[src/rtl/if_fetch_unit.sv]
// IF-stage fetch controller: drives the instruction-memory request from the PC and fills the
// IF/ID register. Handles variable memory latency, ID back-pressure and branch flushes.
module if_fetch_unit #(
  parameter int unsigned PC_WIDTH    = 13,
  parameter int unsigned INSTR_WIDTH = 32
) (
  input  logic                   clk,
  input  logic                   rst_n,
  input  logic [PC_WIDTH-1:0]    i_pc_in,
  output logic [PC_WIDTH-1:0]    o_pc_next,
  output logic                   o_pc_write,
  output logic                   o_imem_req,
  output logic [PC_WIDTH-1:0]    o_imem_addr,
  input  logic                   i_imem_ack,
  input  logic [INSTR_WIDTH-1:0] i_imem_rdata,
  input  logic                   i_id_stall,
  input  logic                   i_flush,
  output logic                   o_ifid_valid,
  output logic [INSTR_WIDTH-1:0] o_ifid_instr,
  output logic [PC_WIDTH-1:0]    o_ifid_pc
);

  typedef enum logic [1:0] {StIdle, StFetch, StHold, StDrain} state_e;

  state_e                 r_state;
  state_e                 w_state_nxt;
  logic                   r_ifid_valid;
  logic [INSTR_WIDTH-1:0] r_ifid_instr;
  logic [PC_WIDTH-1:0]    r_ifid_pc;
  logic [INSTR_WIDTH-1:0] r_skid_instr;
  logic [PC_WIDTH-1:0]    r_skid_pc;
  logic [PC_WIDTH-1:0]    r_drain_addr;

  logic                   w_load;
  logic                   w_req;
  logic [PC_WIDTH-1:0]    w_addr;
  logic                   w_accept;
  logic                   w_new_valid;
  logic [INSTR_WIDTH-1:0] w_new_instr;
  logic [PC_WIDTH-1:0]    w_new_pc;
  logic                   w_skid_we;
  logic                   w_drain_we;

  assign w_load = ~r_ifid_valid | ~i_id_stall;

  always_comb begin
    w_state_nxt = r_state;
    w_req       = 1'b0;
    w_addr      = i_pc_in;
    w_accept    = 1'b0;
    w_new_valid = 1'b0;
    w_new_instr = i_imem_rdata;
    w_new_pc    = i_pc_in;
    w_skid_we   = 1'b0;
    w_drain_we  = 1'b0;
    case (r_state)
      StIdle: begin
        w_state_nxt = StFetch;
      end
      StFetch: begin
        w_req = 1'b1;
        if (i_imem_ack && !i_flush) begin
          w_accept = 1'b1;
          if (w_load) begin
            w_new_valid = 1'b1;
          end else begin
            w_skid_we   = 1'b1;
            w_state_nxt = StHold;
          end
        end else if (i_flush && !i_imem_ack) begin
          // Request still outstanding: keep presenting it until memory answers.
          w_drain_we  = 1'b1;
          w_state_nxt = StDrain;
        end
      end
      StHold: begin
        if (i_flush) begin
          w_state_nxt = StFetch;
        end else if (w_load) begin
          w_new_valid = 1'b1;
          w_new_instr = r_skid_instr;
          w_new_pc    = r_skid_pc;
          w_state_nxt = StFetch;
        end
      end
      StDrain: begin
        w_req  = 1'b1;
        w_addr = r_drain_addr;
        if (i_imem_ack) begin
          w_state_nxt = StFetch;
        end
      end
      default: begin
        w_state_nxt = StIdle;
      end
    endcase
  end

  always_ff @(posedge clk or negedge rst_n) begin
    if (!rst_n) begin
      r_state      <= StIdle;
      r_skid_instr <= '0;
      r_skid_pc    <= '0;
      r_drain_addr <= '0;
    end else begin
      r_state <= w_state_nxt;
      if (w_skid_we) begin
        r_skid_instr <= i_imem_rdata;
        r_skid_pc    <= i_pc_in;
      end
      if (w_drain_we) begin
        r_drain_addr <= i_pc_in;
      end
    end
  end

  // Flush wins over everything; a free slot with nothing new becomes a bubble.
  always_ff @(posedge clk or negedge rst_n) begin
    if (!rst_n) begin
      r_ifid_valid <= 1'b0;
      r_ifid_instr <= '0;
      r_ifid_pc    <= '0;
    end else if (i_flush) begin
      r_ifid_valid <= 1'b0;
    end else if (w_new_valid) begin
      r_ifid_valid <= 1'b1;
      r_ifid_instr <= w_new_instr;
      r_ifid_pc    <= w_new_pc;
    end else if (w_load) begin
      r_ifid_valid <= 1'b0;
    end
  end

  assign o_pc_next    = i_pc_in + PC_WIDTH'(1);
  assign o_pc_write   = (w_accept | i_flush) & rst_n;
  assign o_imem_req   = w_req;
  assign o_imem_addr  = w_addr;
  assign o_ifid_valid = r_ifid_valid;
  assign o_ifid_instr = r_ifid_instr;
  assign o_ifid_pc    = r_ifid_pc;

endmodule

[config.mk]
export PLATFORM = sky130hd
export DESIGN_NAME = if_fetch_unit
export DESIGN_NICKNAME = d
export VERILOG_FILES = /design/src/rtl/if_fetch_unit.sv
export SDC_FILE = /design/constraint.sdc
export NUM_CORES = 1
export LEC_CHECK = 0
export ABC_AREA = 0
export BUFFER_PORTS_ARGS = -buffer_cell sky130_fd_sc_hd__buf_2
export CAP_MARGIN = 20
export CORE_AREA = 2 2 127 141
export DETAILED_ROUTE_END_ITERATION = 8
export DIE_AREA = 0 0 129 143
export PLACE_DENSITY_LB_ADDON = 0.15
export SYNTH_ARGS = -nofsm -noshare
export SYNTH_HDL_FRONTEND = slang
export SYNTH_SLANG_ARGS = --single-unit
[constraint.sdc]
create_clock -name clk -period 5.05 [get_ports clk]
set_input_delay 0.2525 -clock clk [delete_from_list [all_inputs] [get_ports clk]]
set_output_delay 0.2525 -clock clk [all_outputs]
set_load 0.1 [all_outputs]
==> results.md, run 1 <==
Detailed routing:
- In the routed layout, each cell is associated on average with a via count of 4.54.
- The DRC violation count after routing is 0.
- The met2 routed wirelength is 5140 um.
- The final wirelength is 11,100 um.
- In the final routing, the length of wire on met1 measures 5090 um.
- The first detailed-routing pass ran for 4 iterations.
- The top routing layer in use is met4.
- In this run the remaining antenna-violating nets after routing total 0.
- The routed length on met3 is 683 um.
- After the first detailed-routing iteration, the DRC count stood at 87.
- Across all layers, the routed design uses 3,230 vias.
- The detail-routed net length per standard cell is 15.6 um.

Worst setup path:
- The path length in cells of the critical path is 3.
- On the worst path, the slowest cell contributes a delay of 630 ps.
- The start of the worst register-to-register path is r_state[0]$_DFFE_PN0P_.
- The worst endpoint data arrival time is 2110 ps.
- The worst register-to-register path has a depth of 6.
- Traced cell by cell, the critical path runs through ha_1 > mux2_2 > buf_2.
- Data on the critical path is required at its endpoint by 4800 ps.
- In this run the register-to-register setup slack is 2750 ps.
- The worst setup path is of the reg2out kind.
- Counting both buffers and inverters, the worst setup path holds a total of 1.
- The worst setup path is launched from a register.
- In this run the critical register-to-register path is captured at o_ifid_instr[10]$_DFFE_PN0P_.
- The critical path endpoint category is an output pin.
- On the critical path the largest part of the delay comes from adder cells.
- The beginning of the critical path is r_state[0]$_DFFE_PN0P_.
- The end point of the critical path is o_imem_addr[4].
- In this run the worst path has a maximum fanout of 16.
- On the critical path, the stage with the largest delay is an instance of ha_1.

Clocking:
- At the later pin of the worst-skew pair, clock insertion delay measures 350 ps.
- The setup fix buffers added after clock tree synthesis is 0.
- The number of buffers inserted during clock tree synthesis is 9.
- The clock-pin transition on the worst setup and hold timing paths is 70 ps.
- The TritonCTS clock tree is done.
- The number of sinks driven by the clock tree is 106.
- In this run the deepest clock path goes through 2 buffers.
- The CTS root buffer is clkbuf_16.
- The H-tree was split into 3 levels.

Floorplan:
- The starting density of the core is 29.7%.
- After floorplanning, the core was sized to cover 0.0170 mm^2.
- The floorplan step defined a die boundary enclosing 0.0184 mm^2.
- The number of placed I/O pins is 124.
- From left edge to right edge, the die measures 129 um.
- The vertical extent of the die is 143 um.
- The number of core rows is 50.

GRT:
- The total global routing overflow is 0.
- Global routing used 12.5% of the available tracks across all layers.
- The maximum number of pins on one net before global-route repair is 75.
- The number of antenna violations at the first check in global routing is 0.
- The first-pass GRT wire length is 17,700 um.
- The number of global-route vias before repair is 3,349.

Cells and area:
- The layout has 1,656 filler cells.
- The net count reported at finish is 530.
- Leaving out fill and tap cells, the most frequent cell in the layout is mux2_2.
- The final antenna diode count is 0.
- Leaving out fill and tap cells, the most frequent cells in the layout are 158 x mux2_2, 122 x buf_2, 106 x dfrtp_1.
- The area occupied by multi-input gates is 0.00225 mm^2.
- The area growth from synthesis to layout is 24.1%.
- The total area of sequential cells is 0.00265 mm^2.
- The ratio of cells with drive above 1 in the final layout is 64.0%.

Status:
- The run finished with clean final reports.

STA:
- The maximum clock frequency is 0.424 GHz.
- On the final layout, the worst clock skew is 7.35 ps.
- After routing, the total negative slack on setup checks comes to 0 ps.
- The number of max-slew violations in the final report was 0.
- Of the available clock period, the critical path in the final layout requires 46.7%.
- At the pin with the least slew margin, the transition time is 953 ps.
- Measured against its own limit, the worst slew margin works out to 36.4%.
- Setup violations remaining at the end of the flow were counted as 0.
- Subtracting the final worst setup slack from the clock period gives 2360 ps.
- The final count of hold timing violations is 0.
- Setup repair after global routing left no endpoint under its margin.

Yosys:
- Summed over all instances, the cell type with the most area after synthesis is dfrtp_1.
- The count of different cell masters after synthesis is 30.
- The compound-cell area share of the yosys netlist is 2.19%.
- The area fraction of the dominant cell type after synthesis is 52.7%.
- After Yosys synthesis, and, or, nand and nor cells account for 3.53% of the synthesized area.
- After synthesis, the largest family of logic cells by area is multiplexers.
- After synthesis the netlist holds a flip-flop and latch count of 106.
- Of the total synthesized cell area, the portion taken by XOR and XNOR cells is 1.91%.
- Each instance of the synthesized netlist takes up on average 14.2 um^2.
- Synthesis handed over a netlist of 355 instances.
- After synthesis, the cell types taking the most area are dfrtp_1 53%, mux2_2 35%, ha_1 1.5%.
- The sequential area share after synthesis is 52.7%.
- The multiplexer share of the synthesized area is 35.3%.
- The share of synthesized cell area in full adder, half adder and majority cells is 1.49%.
- The post-synth net total is 411.
- The Yosys step of the flow raised 0 warnings.
- The synthesized netlist occupies a cell area of 0.00504 mm^2.

Flow run:
- The max-capacitance violation count is 0.

Hold path:
- The path class of the lowest-slack min-delay path is in2reg.

Place:
- At the end of routability-driven placement, the weighted congestion stood at 0.726.
- The final HPWL from detailed placement is 7620 um.
- During placement, the flow inserted port buffers numbering 123.
## synth_stat cells, drive strengths merged
library cell,n
mux2,158
dfrtp,106
buf,16
nand2,9
xor2,7
clkbuf,6
ha,6
inv,6
nand3,6
nand4,4
xnor2,4
nor2,3
nor3,3
o21ai,3
a2111oi,2
and2,2
nor2b,2
nor4,2
o21a,2
a21boi,1
a21oi,1
a2bb2oi,1
and4,1
and4b,1
o32a,1
o41ai,1
or2,1
## logic make-up after synthesis
kind of cell,after synthesis
AOI/OAI and AO/OA,12
xor gates and xnor gates,11
adders and majority gates,6
buffers and inverters,28
DFF,106
muxes,158
and+or+nand+nor,34
## per-layer routing
metal | vias up | GRT usage, %
li1 | 1510 | -
met1 | 1612 | 16.2
met2 | 96 | 19.7
met3 | 12 | 3.22
met4 | 0 | 5.49
met5 | - | 0
## per-stage QoR
stage | instance area, um^2 | cells | util [%] | setup slack (ps) | hold slack, ps
global placement | 5870 | 695 | 34.6 | 2270 | 233
finish | 6250 | 712 | 36.9 | 2690 | 145
global route | 6250 | 712 | 36.9 | 2560 | 136
detailed placement | 5870 | 695 | 34.6 | 2220 | 235
floorplan | 5040 | 355 | - | 1670 | -43.1
CTS | 6220 | 711 | 36.7 | 2220 | 131
## timing repair
action,in CTS,in global routing
setup endpoints to repair,0,0
hold buffers,1,0
endpoints found under the hold margin,32,0
resized for setup,0,0
## layout make-up
| cell class | count | area share, % |
|---|---|---|
| clock inverters | 5 | 1.64 |
| well taps | 234 | 4.68 |
| inverters | 6 | 0.360 |
| clock buffers | 10 | 3.82 |
| flip-flops and latches | 106 | 42.4 |
| repair buffers | 130 | 11.1 |
| multi-input cells | 221 | 36.0 |
## worst min-delay path by stage
stage / start / end / slack, ps / cells after the start
floorplan: rst_n / o_ifid_instr[0]$_DFFE_PN0P_ / -40 / 0
global placement: rst_n / r_skid_instr[28]$_DFFE_PN0P_ / 230 / 1
detailed placement: rst_n / r_skid_instr[28]$_DFFE_PN0P_ / 240 / 1
CTS: i_imem_rdata[7] / r_skid_instr[7]$_DFFE_PN0P_ / 130 / 2
global route: i_imem_rdata[30] / r_skid_instr[30]$_DFFE_PN0P_ / 140 / 2
finish: i_imem_rdata[28] / r_skid_instr[28]$_DFFE_PN0P_ / 140 / 2
## registers in the layout (all words and copies together), names as in the netlist
name	cells
o_ifid_instr	32
r_skid_instr	32
o_ifid_pc	13
r_drain_addr	13
r_skid_pc	13
r_state	2
o_ifid_valid	1
Power of run 1 is not shown: default switching activity piles up to over one toggle a cycle in this logic, so the estimate is an artifact.
==> run 2: changes to the inputs <==
- clock period: 5.05 -> 2.22 ns (I/O delays scaled with it)
==> results.md, run 2 (synthesis gave the netlist of run 1 again) <==
Worst setup path:
- Traced cell by cell, the critical path runs through ha_2 > mux2_2 > buf_2.
- The depth of the worst register-to-register path was 6 (unchanged).
- The startpoint identified for the worst register-to-register timing path is r_state[0]$_DFFE_PN0P_.
- The stage delay of the slowest cell on the critical path is 450 ps (-180 ps).
- The maximum fanout count along the critical path is 16 (unchanged).
- The critical path endpoint category is an output pin.
- For this design, the slowest cell found on the critical path is ha_2.
- The worst endpoint data arrival time is 1930 ps (-180 ps).
- The worst setup path is launched from a register.
- The start-to-end type of the worst setup path is reg2out.
- The kind of cell adding the most delay to the critical path is adder cells.
- The buffers plus inverters on the worst setup path came to 1 (unchanged).
- The worst-case register-to-register setup slack is 210 ps (-2540 ps).
- The capture instance of the worst register-to-register path is o_ifid_instr[0]$_DFFE_PN0P_.
- The data required time of the worst path was 2110 ps (-2690 ps).

Floorplan:
- The number of core rows is 50 (unchanged).
- The die area is 0.0184 mm^2 (unchanged).
- The vertical extent of the die was 143 um (unchanged).
- The starting density of the core is 29.7% (unchanged).
- The number of placed I/O pins is 124 (unchanged).
- The area of the core is 0.0170 mm^2 (unchanged).
- The overall die width was 129 um (unchanged).

Flow run:
- The max-capacitance violation count is 0 (unchanged).

Detailed routing:
- The detailed-routing iteration count for the pre-antenna-repair pass was 4 (unchanged).
- The DRC violation count after routing is 0 (unchanged).
- The final antenna-violating net count is 0 (unchanged).
- The final wirelength was 11,600 um (+4.1%).
- The via count of the routed design was 3,339 (+3.4%).
- The number of DRC markers after the initial detailed-route iteration is 114 (+31%).
- The via count normalized by instance count is 4.57 (+0.69%).
- The detail-routed net length per standard cell is 15.8 um (+1.4%).

STA:
- Counting I/O delays and the setup requirement, the final critical path takes 2040 ps.
- The final-report setup violation count is 0 (unchanged).
- The maximum clock frequency is 0.491 GHz.
- The headroom to the max-slew limit is 56.0% (+20 points).
- The final setup skew is 6.23 ps (-1.12 ps).
- The minimum setup slack in the final design is 183 ps (-2510 ps).
- The total negative setup slack came to 0 ps (unchanged).
- The number of max-slew violations in the final report was 0 (unchanged).
- The worst hold margin is 13.4 ps (-131 ps).
- The slew of the pin with the lowest slew margin is 655 ps (-299 ps).
- The part of the cycle the worst path needs is 91.7%.
- The final count of hold timing violations is 0 (unchanged).
- Setup repair after global routing left no endpoint under its margin.

Clocking:
- The maximum buffer depth of the clock tree is 2 (unchanged).
- The number of sinks driven by the clock tree is 106 (unchanged).
- The maximum level of the CTS H-tree was 3 (unchanged).
- The clock-pin transition on the worst setup and hold timing paths is 70 ps (about the same).
- The CTS root buffer is clkbuf_16.
- TritonCTS built the clock tree.
- The number of buffers inserted during clock tree synthesis is 9 (unchanged).
- The later-pin clock latency in the skew report came to 350 ps (about the same).
- The setup fix buffers added after clock tree synthesis is 0 (unchanged).

Cells and area:
- In the layout the commonest cells are 158 x mux2_2, 121 x buf_2, 105 x dfrtp_1.
- The most common library cell in the layout ignoring fill and taps is mux2_2.
- The ratio of cells with drive above 1 in the final layout is 63.8% (-0.23 points).
- The area growth from synthesis to layout is 29.5%.
- The net count reported at finish is 548 (+3.4%).
- The final antenna diode count is 0 (unchanged).

Hold path:
- The number of stages on the worst hold path is 2 (unchanged).
- The startpoint of the most critical hold path is i_imem_rdata[6].
- The path class of the lowest-slack min-delay path is in2reg.
- The worst hold path terminates at r_skid_instr[6]$_DFFE_PN0P_.

GRT:
- The number of global-route vias before repair is 3,589 (+7.2%).
- The maximum number of pins on one net before global-route repair was 107 (+43%).
- The number of antenna violations at the first check in global routing was 0 (unchanged).
- The first-pass GRT wire length is 18,800 um (+5.9%).
- The aggregate global-route resource usage came to 13.2% (+0.68 points).
- The total global routing overflow came to 0 (unchanged).

Place:
- The worst slack at placement is 199 ps (-2020 ps).
- The final estimated routing congestion in global placement came to 0.704 (-3.0%).
- The final HPWL from detailed placement is 7870 um (+3.4%).
- The number of I/O port buffers is 123 (unchanged).

Status:
- The flow ran to the end, and the final reports show no timing, DRC or antenna violations.
-- run 2: changes by cell type in the layout (fill, tap and decap cells not counted), moves of 2 or more --
cell	before	now
buf_4	6	4
xnor2_2	0	2
dlygate4sd3_1	1	17
xor2_2	0	5
buf_12	0	6
xnor2_1	4	2
xor2_1	7	2
-- run 2: routing by layer --
metal | wire length, um | part of all wire [%] | GRT usage, % | vias to the layer above
li1 | - | - | - | 1536
met4 | 233 | 2.0 | 4.81 | 0
met2 | 5460 | 47 | 21.6 | 97
met1 | 5280 | 46 | 16.6 | 1690
met5 | 0 | 0 | 0 | -
met3 | 608 | 5.2 | 3.82 | 16
-- run 2: cell type report --
cell class / instances / area, um^2
Fill cell: 1665 / 10400
Sequential cell: 106 / 2650
Multi-Input combinational cell: 221 / 2300
Timing Repair Buffer: 148 / 926
Tap cell: 234 / 293
Clock buffer: 11 / 243
Clock inverter: 5 / 77.6
Inverter: 6 / 22.5
-- run 2: repair_timing --
item / in CTS / in global routing
hold buffers: 15 / 2
gates resized for setup: 1 / 0
endpoints found under the setup margin: 13 / 0
hold endpoints to repair: 120 / 2
-- run 2: worst reg2reg max path, stage by stage (launching register included) --
cell and delay (ps):
dfrtp_1 430, inv_1 80, ha_1 210, a21boi_4 330
buf_12 220, mux2_2 360, mux2_2 270
-- run 2: worst max-delay path by stage --
stage	startpoint	to	slack (ps)	depth (start not counted)
floorplan	r_state[0]$_DFFE_PN0P_	o_imem_addr[0]	-260	4
global placement	r_state[0]$_DFFE_PN0P_	o_ifid_instr[10]$_DFFE_PN0P_	250	5
detailed placement	r_state[0]$_DFFE_PN0P_	o_ifid_instr[0]$_DFFE_PN0P_	200	6
CTS	r_state[0]$_DFFE_PN0P_	o_imem_addr[11]	160	3
global route	r_state[0]$_DFFE_PN0P_	o_ifid_instr[24]$_DFFE_PN0P_	80	6
finish	r_state[0]$_DFFE_PN0P_	o_imem_addr[2]	180	3
-- run 2: metrics by stage --
stage               cells  cell area (um^2)  utilization (%)
floorplan             355              5090                -
global placement      698              6030             35.5
detailed placement    698              6030             35.5
CTS                   729              6500             38.3
global route          731              6520             38.5
finish                731              6520             38.5
Power of run 2 is left out for the same reason.
